$ cat config.mk
export PLATFORM = sky130hd
export DESIGN_NAME = seq_alu
export DESIGN_NICKNAME = d
export VERILOG_FILES = /design/src/rtl/seq_alu_pkg.sv /design/src/rtl/seq_alu_muldiv.sv /design/src/rtl/seq_alu.sv
export SDC_FILE = /design/constraint.sdc
export NUM_CORES = 1
export LEC_CHECK = 0
export ABC_CLOCK_PERIOD_IN_PS = 11200
export BUFFER_PORTS_ARGS = -buffer_cell sky130_fd_sc_hd__buf_2
export CAP_MARGIN = 20
export CORE_MARGIN = 3
export CORE_UTILIZATION = 30
export CTS_CLUSTER_DIAMETER = 100
export CTS_CLUSTER_SIZE = 14
export DETAILED_ROUTE_END_ITERATION = 8
export HOLD_SLACK_MARGIN = 0.02
export MAX_ROUTING_LAYER = met4
export PLACE_DENSITY = 0.51
export SLEW_MARGIN = 20
export SYNTH_ARGS = -nofsm -noshare
export SYNTH_HDL_FRONTEND = slang
export SYNTH_HIERARCHICAL = 1
export SYNTH_SLANG_ARGS = --single-unit
$ cat constraint.sdc
create_clock -name clk -period 11.2 [get_ports clk]
set_input_delay 2.24 -clock clk [delete_from_list [all_inputs] [get_ports clk]]
set_output_delay 2.24 -clock clk [all_outputs]
set_load 0.005 [all_outputs]
$ cat src/rtl/seq_alu_pkg.sv
// Shared opcode encodings, handshake FSM states and helpers for the sequential ALU.
package seq_alu_pkg;

  typedef logic [3:0] op_t;

  localparam op_t OP_ADD   = 4'd0;
  localparam op_t OP_SUB   = 4'd1;
  localparam op_t OP_AND   = 4'd2;
  localparam op_t OP_OR    = 4'd3;
  localparam op_t OP_XOR   = 4'd4;
  localparam op_t OP_SLT   = 4'd5;
  localparam op_t OP_SLTU  = 4'd6;
  localparam op_t OP_SLL   = 4'd7;
  localparam op_t OP_SRL   = 4'd8;
  localparam op_t OP_SRA   = 4'd9;
  localparam op_t OP_MUL   = 4'd10;
  localparam op_t OP_MULHU = 4'd11;
  localparam op_t OP_DIVU  = 4'd12;
  localparam op_t OP_REMU  = 4'd13;

  typedef enum logic [1:0] {IDLE, BUSY, HOLD} state_e;

  typedef enum logic [1:0] {MD_MUL, MD_MULHU, MD_DIVU, MD_REMU} md_op_e;

  function automatic logic is_iterative(input op_t op);
    return (op == OP_MUL) || (op == OP_MULHU) || (op == OP_DIVU) || (op == OP_REMU);
  endfunction

endpackage

$ cat src/rtl/seq_alu_muldiv.sv
// Radix-2 iterative engine: shift-add multiply and restoring divide, one step per enabled cycle.
module seq_alu_muldiv
  import seq_alu_pkg::*;
#(
  parameter int unsigned WIDTH = 32
) (
  input  logic             clk,
  input  logic             reset,
  input  logic             start,
  input  logic             en,
  input  md_op_e           op,
  input  logic [WIDTH-1:0] a,
  input  logic [WIDTH-1:0] b,
  output logic             done,
  output logic [WIDTH-1:0] result
);

  localparam int unsigned CNT_W = $clog2(WIDTH);

  // Upper half: partial product / remainder; lower half: multiplier bits / quotient.
  logic [2*WIDTH-1:0] p_q, p_d;
  logic [WIDTH-1:0]   b_q;
  md_op_e             op_q;
  logic [CNT_W-1:0]   cnt_q;
  logic [WIDTH:0]     acc, diff;
  logic [WIDTH-1:0]   addend;

  always_comb begin
    acc    = '0;
    diff   = '0;
    addend = '0;
    p_d    = p_q;
    if (op_q == MD_MUL || op_q == MD_MULHU) begin
      addend = p_q[0] ? b_q : '0;
      acc    = {1'b0, p_q[2*WIDTH-1:WIDTH]} + {1'b0, addend};
      p_d    = {acc, p_q[WIDTH-1:1]};
    end else begin
      acc  = {p_q[2*WIDTH-1:WIDTH], p_q[WIDTH-1]};
      diff = acc - {1'b0, b_q};
      // A zero divisor never borrows, so the quotient fills with ones and A shifts into the remainder.
      if (!diff[WIDTH]) p_d = {diff[WIDTH-1:0], p_q[WIDTH-2:0], 1'b1};
      else              p_d = {acc[WIDTH-1:0],  p_q[WIDTH-2:0], 1'b0};
    end
  end

  always_comb begin
    result = '0;
    unique case (op_q)
      MD_MUL:   result = p_d[WIDTH-1:0];
      MD_MULHU: result = p_d[2*WIDTH-1:WIDTH];
      MD_DIVU:  result = p_d[WIDTH-1:0];
      MD_REMU:  result = p_d[2*WIDTH-1:WIDTH];
      default:  result = '0;
    endcase
  end

  assign done = en && (cnt_q == CNT_W'(WIDTH - 1));

  always_ff @(posedge clk) begin
    if (reset) begin
      p_q   <= '0;
      b_q   <= '0;
      op_q  <= MD_MUL;
      cnt_q <= '0;
    end else if (start) begin
      p_q   <= {{WIDTH{1'b0}}, a};
      b_q   <= b;
      op_q  <= op;
      cnt_q <= '0;
    end else if (en) begin
      p_q   <= p_d;
      cnt_q <= cnt_q + CNT_W'(1);
    end
  end

endmodule

$ cat src/rtl/seq_alu.sv
// Execute-stage ALU with valid/ready handshake; single-cycle ops register at accept, MUL/DIV iterate.
module seq_alu
  import seq_alu_pkg::*;
#(
  parameter  int unsigned WIDTH = 32,
  parameter  int unsigned OP_W  = 4,
  localparam int unsigned SH_W  = $clog2(WIDTH)
) (
  input  logic             clk,
  input  logic             reset,
  input  logic             in_valid,
  output logic             in_ready,
  input  logic [OP_W-1:0]  in_op,
  input  logic [WIDTH-1:0] in_a,
  input  logic [WIDTH-1:0] in_b,
  output logic             out_valid,
  input  logic             out_ready,
  output logic [WIDTH-1:0] out_result,
  output logic             out_zero,
  output logic             out_carry,
  output logic             out_ovf,
  output logic             out_illegal
);

  state_e           state_q, state_d;
  logic [WIDTH-1:0] res_q, res_d;
  logic             zero_q, zero_d, carry_q, carry_d, ovf_q, ovf_d, ill_q, ill_d;

  op_t              op;
  logic             accept, iter;
  logic [WIDTH:0]   sum;
  logic [SH_W-1:0]  shamt;
  logic [WIDTH-1:0] alu_res;
  logic             alu_c, alu_o, alu_ill;
  md_op_e           md_op;
  logic             md_done;
  logic [WIDTH-1:0] md_res;

  assign op        = op_t'(in_op);
  assign shamt     = in_b[SH_W-1:0];
  assign iter      = is_iterative(op);
  assign out_valid = (state_q == HOLD);
  assign in_ready  = (state_q != BUSY) && (!out_valid || out_ready);
  assign accept    = in_valid && in_ready;

  always_comb begin
    sum     = '0;
    alu_res = '0;
    alu_c   = 1'b0;
    alu_o   = 1'b0;
    alu_ill = 1'b0;
    unique case (op)
      OP_ADD: begin
        sum     = {1'b0, in_a} + {1'b0, in_b};
        alu_res = sum[WIDTH-1:0];
        alu_c   = sum[WIDTH];
        alu_o   = (in_a[WIDTH-1] == in_b[WIDTH-1]) && (alu_res[WIDTH-1] != in_a[WIDTH-1]);
      end
      OP_SUB: begin
        sum     = {1'b0, in_a} - {1'b0, in_b};
        alu_res = sum[WIDTH-1:0];
        alu_c   = sum[WIDTH];
        alu_o   = (in_a[WIDTH-1] != in_b[WIDTH-1]) && (alu_res[WIDTH-1] != in_a[WIDTH-1]);
      end
      OP_AND:  alu_res = in_a & in_b;
      OP_OR:   alu_res = in_a | in_b;
      OP_XOR:  alu_res = in_a ^ in_b;
      OP_SLT:  alu_res = {{(WIDTH-1){1'b0}}, ($signed(in_a) < $signed(in_b))};
      OP_SLTU: alu_res = {{(WIDTH-1){1'b0}}, (in_a < in_b)};
      OP_SLL:  alu_res = in_a << shamt;
      OP_SRL:  alu_res = in_a >> shamt;
      OP_SRA:  alu_res = $unsigned($signed(in_a) >>> shamt);
      OP_MUL, OP_MULHU, OP_DIVU, OP_REMU: alu_res = '0;
      default: alu_ill = 1'b1;
    endcase
  end

  always_comb begin
    md_op = MD_MUL;
    unique case (op)
      OP_MULHU: md_op = MD_MULHU;
      OP_DIVU:  md_op = MD_DIVU;
      OP_REMU:  md_op = MD_REMU;
      default:  md_op = MD_MUL;
    endcase
  end

  seq_alu_muldiv #(.WIDTH(WIDTH)) u_muldiv (
    .clk    (clk),
    .reset  (reset),
    .start  (accept && iter),
    .en     (state_q == BUSY),
    .op     (md_op),
    .a      (in_a),
    .b      (in_b),
    .done   (md_done),
    .result (md_res)
  );

  always_comb begin
    state_d = state_q;
    res_d   = res_q;
    zero_d  = zero_q;
    carry_d = carry_q;
    ovf_d   = ovf_q;
    ill_d   = ill_q;
    unique case (state_q)
      IDLE, HOLD: begin
        if (accept) begin
          if (iter) begin
            state_d = BUSY;
          end else begin
            state_d = HOLD;
            res_d   = alu_res;
            zero_d  = (alu_res == '0);
            carry_d = alu_c;
            ovf_d   = alu_o;
            ill_d   = alu_ill;
          end
        end else if (state_q == HOLD && out_ready) begin
          state_d = IDLE;
        end
      end
      BUSY: begin
        if (md_done) begin
          state_d = HOLD;
          res_d   = md_res;
          zero_d  = (md_res == '0);
          carry_d = 1'b0;
          ovf_d   = 1'b0;
          ill_d   = 1'b0;
        end
      end
      default: state_d = IDLE;
    endcase
  end

  always_ff @(posedge clk) begin
    if (reset) begin
      state_q <= IDLE;
      res_q   <= '0;
      zero_q  <= 1'b0;
      carry_q <= 1'b0;
      ovf_q   <= 1'b0;
      ill_q   <= 1'b0;
    end else begin
      state_q <= state_d;
      res_q   <= res_d;
      zero_q  <= zero_d;
      carry_q <= carry_d;
      ovf_q   <= ovf_d;
      ill_q   <= ill_d;
    end
  end

  assign out_result  = res_q;
  assign out_zero    = zero_q;
  assign out_carry   = carry_q;
  assign out_ovf     = ovf_q;
  assign out_illegal = ill_q;

endmodule

==> results.py <==
metrics = {
    "cells_and_area": {
        "final_design_area_no_fill_sq_um": 22900,
        "finalCoreUtilization_pct": 33.0,
        "area_growth_pct": 8.17,
        "final.fill_count": 7688,
        "final_layout_size_suffix_gt1_share_pct": 11.5,
        "nets": 3095,
    },
    "synth": {
        "yosys_warnings": 6,
        "ys_top_cells_by_area": "dfxtp_1 13%, ha_1 10%, mux2i_1 6.2%",
        "yosysUniqueCellTypes": 103,
        "post_synth_most_frequent_cells": "346 x nor2_1, 257 x a21oi_1, 210 x nand2_1",
        "netlist.area_leader.share_pct": 13.3,
        "synthXorXnorAreaFrac_pct": 2.40,
        "synth.mux.area_fraction_pct": 14.1,
        "yosys.area_share.simple_pct": 21.7,
        "synth_seq_cells": 141,
        "number_of_synthesized_flops_with_an_enable_pin": 0,
        "synth_fp_nets": 3146,
        "postSynth.topFlopCell": "dfxtp_1",
        "synth.yosys.seq_area_share_pct": 13.3,
        "synth_top_area_cell": "dfxtp_1",
        "ys_async_rst_share_pct": 0,
        "mappedNetlistArea_sq_um": 21200,
        "synthesized_instance_count": 2899,
        "fraction_of_the_mapped_netlist_area_in_compound_gates_pct": 31.0,
        "synthAdderAreaFrac_pct": 10.5,
        "synth_most_common_cell": "nor2_1",
        "avgSynthCellArea_sq_um": 7.30,
        "synth_top_family_by_area": "compound AO/OA/AOI/OAI gates",
    },
    "placed_design": {
        "gp_routability_congestion": 1.02,
        "dpl-instance-area_sq_um": 22300,
        "pre_cts_slack_ps": 3750,
        "dp.final_hpwl_microns": 75900,
        "io_buffer_count": 109,
    },
    "die": {
        "floorplan.initialDensity_pct": 30.6,
        "die_w_microns": 272,
        "core-area_sq_um": 69300,
        "floorplan.die.height_microns": 272,
        "die_area_sq_um": 73800,
        "placement_rows": 96,
        "ios": 110,
    },
    "timing": {
        "finalMaxSlewViolations": 0,
        "setup_slack_ps": 4030,
        "finalSetupViolCount": 0,
        "worst_pin_slew_ps": 1110,
        "timing.fmax_ghz": 0.139,
        "normalized_max_slew_margin_pct": 25.7,
        "fin_crit_share_pct": 64.0,
        "finalSetupTns_ps": 0,
        "period_needed_ps": 7170,
        "timing_hold_violations_final": 0,
        "clock_skew_ps": 13.6,
        "rsz0062_at_grt": "false",
    },
    "clocking": {
        "htreeDepth": 4,
        "tritoncts_clock_tree": "built",
        "cts.sinks": 141,
        "clk-insertion-delay-late_ps": 470,
        "cts_hold_buffers": 0,
        "cts-root-buf": "clkbuf_16",
        "cts-buffers-inserted": 17,
        "cts_post_setup_buffers_inserted": 0,
        "clock_tree.buffer_depth": 2,
        "cts.repair.resized": 0,
        "clkTransAtPathRegs_ps": 70,
    },
    "pwr": {
        "power_density_nw_per_um2": 98.7,
        "power.switching_mw": 1.06,
        "internal_pwr_total_mw": 1.21,
        "netSwitchingFraction_pct": 46.7,
        "power.static_leakage_nw": 9.20,
        "ir_drop_uv": 87.4,
        "combPwrFrac_pct": 50.0,
        "clkPwrFrac_pct": 25.1,
        "seqPwrFrac_pct": 24.9,
    },
    "global_routing": {
        "grt_util_all_layers_pct": 26.7,
        "global_route_wire_length_before_repair_microns": 147000,
        "grt_overflow": 0,
        "grt_start_max_net_pins": 70,
        "vias_in_the_first_global_route": 21800,
        "grt_antenna_before_repair": 4,
    },
    "route": {
        "wl_per_cell_microns": 26.2,
        "final_antenna_net_count": 0,
        "drc": 0,
        "vias": 23500,
        "finalWirelength_microns": 99400,
        "via_per_inst": 6.19,
        "detail_route.iter0.violations": 2916,
        "drt_first_pass_iters": 8,
    },
    "critical_path": {
        "reg2regPathDepth": 20,
        "startpoint_type_of_the_worst_setup_path": "input port",
        "critical_path_peak_fanout": 47,
        "critPathKind": "input port to flip-flop",
        "arrival_ps": 7550,
        "required_time_worst_endpoint_ps": 11580,
        "cp-end-kind": "flip-flop",
    },
    "min_path": {
        "worstHoldPathType": "flip-flop to flip-flop",
        "min_path_cells": 2,
    },
    "run": {
        "cap_violations": 0,
    },
    "run_status": {
        "status": "complete, no violations",
    },
}
path summary, 6_finish.rpt:
check	startpoint	slack, ps	to
min reg2reg	out_ovf	460	out_ovf
max	in_b[4]	4030	out_zero
max reg2reg	u_muldiv/p_q[31]	5230	out_zero
min	out_ovf	460	out_ovf
metrics by stage:
step	cells	hold WS [ps]	power, mW
6_report	3794	457	2.26
5_1_grt	3794	493	2.37
4_1_cts	3792	459	2.24
3_5_place_dp	3760	446	1.67
3_3_place_gp	3760	443	1.68
2_1_floorplan	2899	448	1.29
logic make-up (layout without fill, tap and decap cells):
family | Yosys count | after routing
AO/OA/AOI/OAI | 968 | 968
AND/OR/NAND/NOR | 957 | 957
buffers and inverters | 374 | 336
multiplexers | 226 | 226
adder cells (fa/ha/maj) | 175 | 175
flip-flops | 141 | 141
XOR/XNOR | 58 | 58
other | 0 | 2
worst max-delay path, stage by stage:
cell      delay [ps]
buf_2             90
buf_4            460
clkinv_1         760
ha_1             670
nor4_1           770
o21ai_0          390
nand3_1          230
o21ai_0          150
a211o_1          330
a211oi_1         280
nand4_1          220
nor4_1           450
nand4_1          200
o32ai_2          260
placed cells by master, fill, tap and decap left out, types with 67 or more instances in the layout:
master	Yosys	final
dfxtp_1	141	140
buf_2	31	107
a211oi_1	90	90
ha_1	171	171
nand2_1	210	210
o21ai_0	157	157
a21oi_1	257	257
nor2_1	346	346
inv_1	153	152
nor3_1	68	67
mux2i_1	131	131
state kept, by name, summed over array words and instances, names as in the netlist:
name            cells
out_zero            1
state_q             2
out_ovf             1
u_muldiv/cnt_q      5
u_muldiv/op_q       2
out_result         32
out_illegal         1
out_carry           1
u_muldiv/b_q       32
u_muldiv/p_q       64
layer usage:
layer / part of all wire (%) / track usage (%) / routed length, microns / vias to the layer above
li1: - / - / - / 10700
met1: 44 / 36.1 / 43600 / 11300
met2: 43 / 39.7 / 42900 / 1311
met3: 8.5 / 4.24 / 8490 / 181
met4: 4.5 / 10.4 / 4430 / 0
met5: 0 / - / 0 / -
power groups by stage:
stage,sequential [mW],combinational [mW],clock [mW]
final,0.563,1.13,0.567
after global routing,0.567,1.21,0.597
after CTS,0.563,1.10,0.581
after detailed placement,0.574,1.09,0
after global placement,0.574,1.10,0
after floorplan,0.563,0.727,0
area by class of cell:
class                           count  area (sq um)  share of cell area (%)
Antenna cell                        2          5.00                  0.0218
Clock buffer                       17           425                    1.86
Clock inverter                     15           143                   0.623
Inverter                          157           592                    2.58
Multi-Input combinational cell   2384         16900                    73.8
Sequential cell                   141          2830                    12.3
Tap cell                          931          1160                    5.09
Timing Repair Buffer              147           836                    3.65
(Power assumes the default switching activity.)
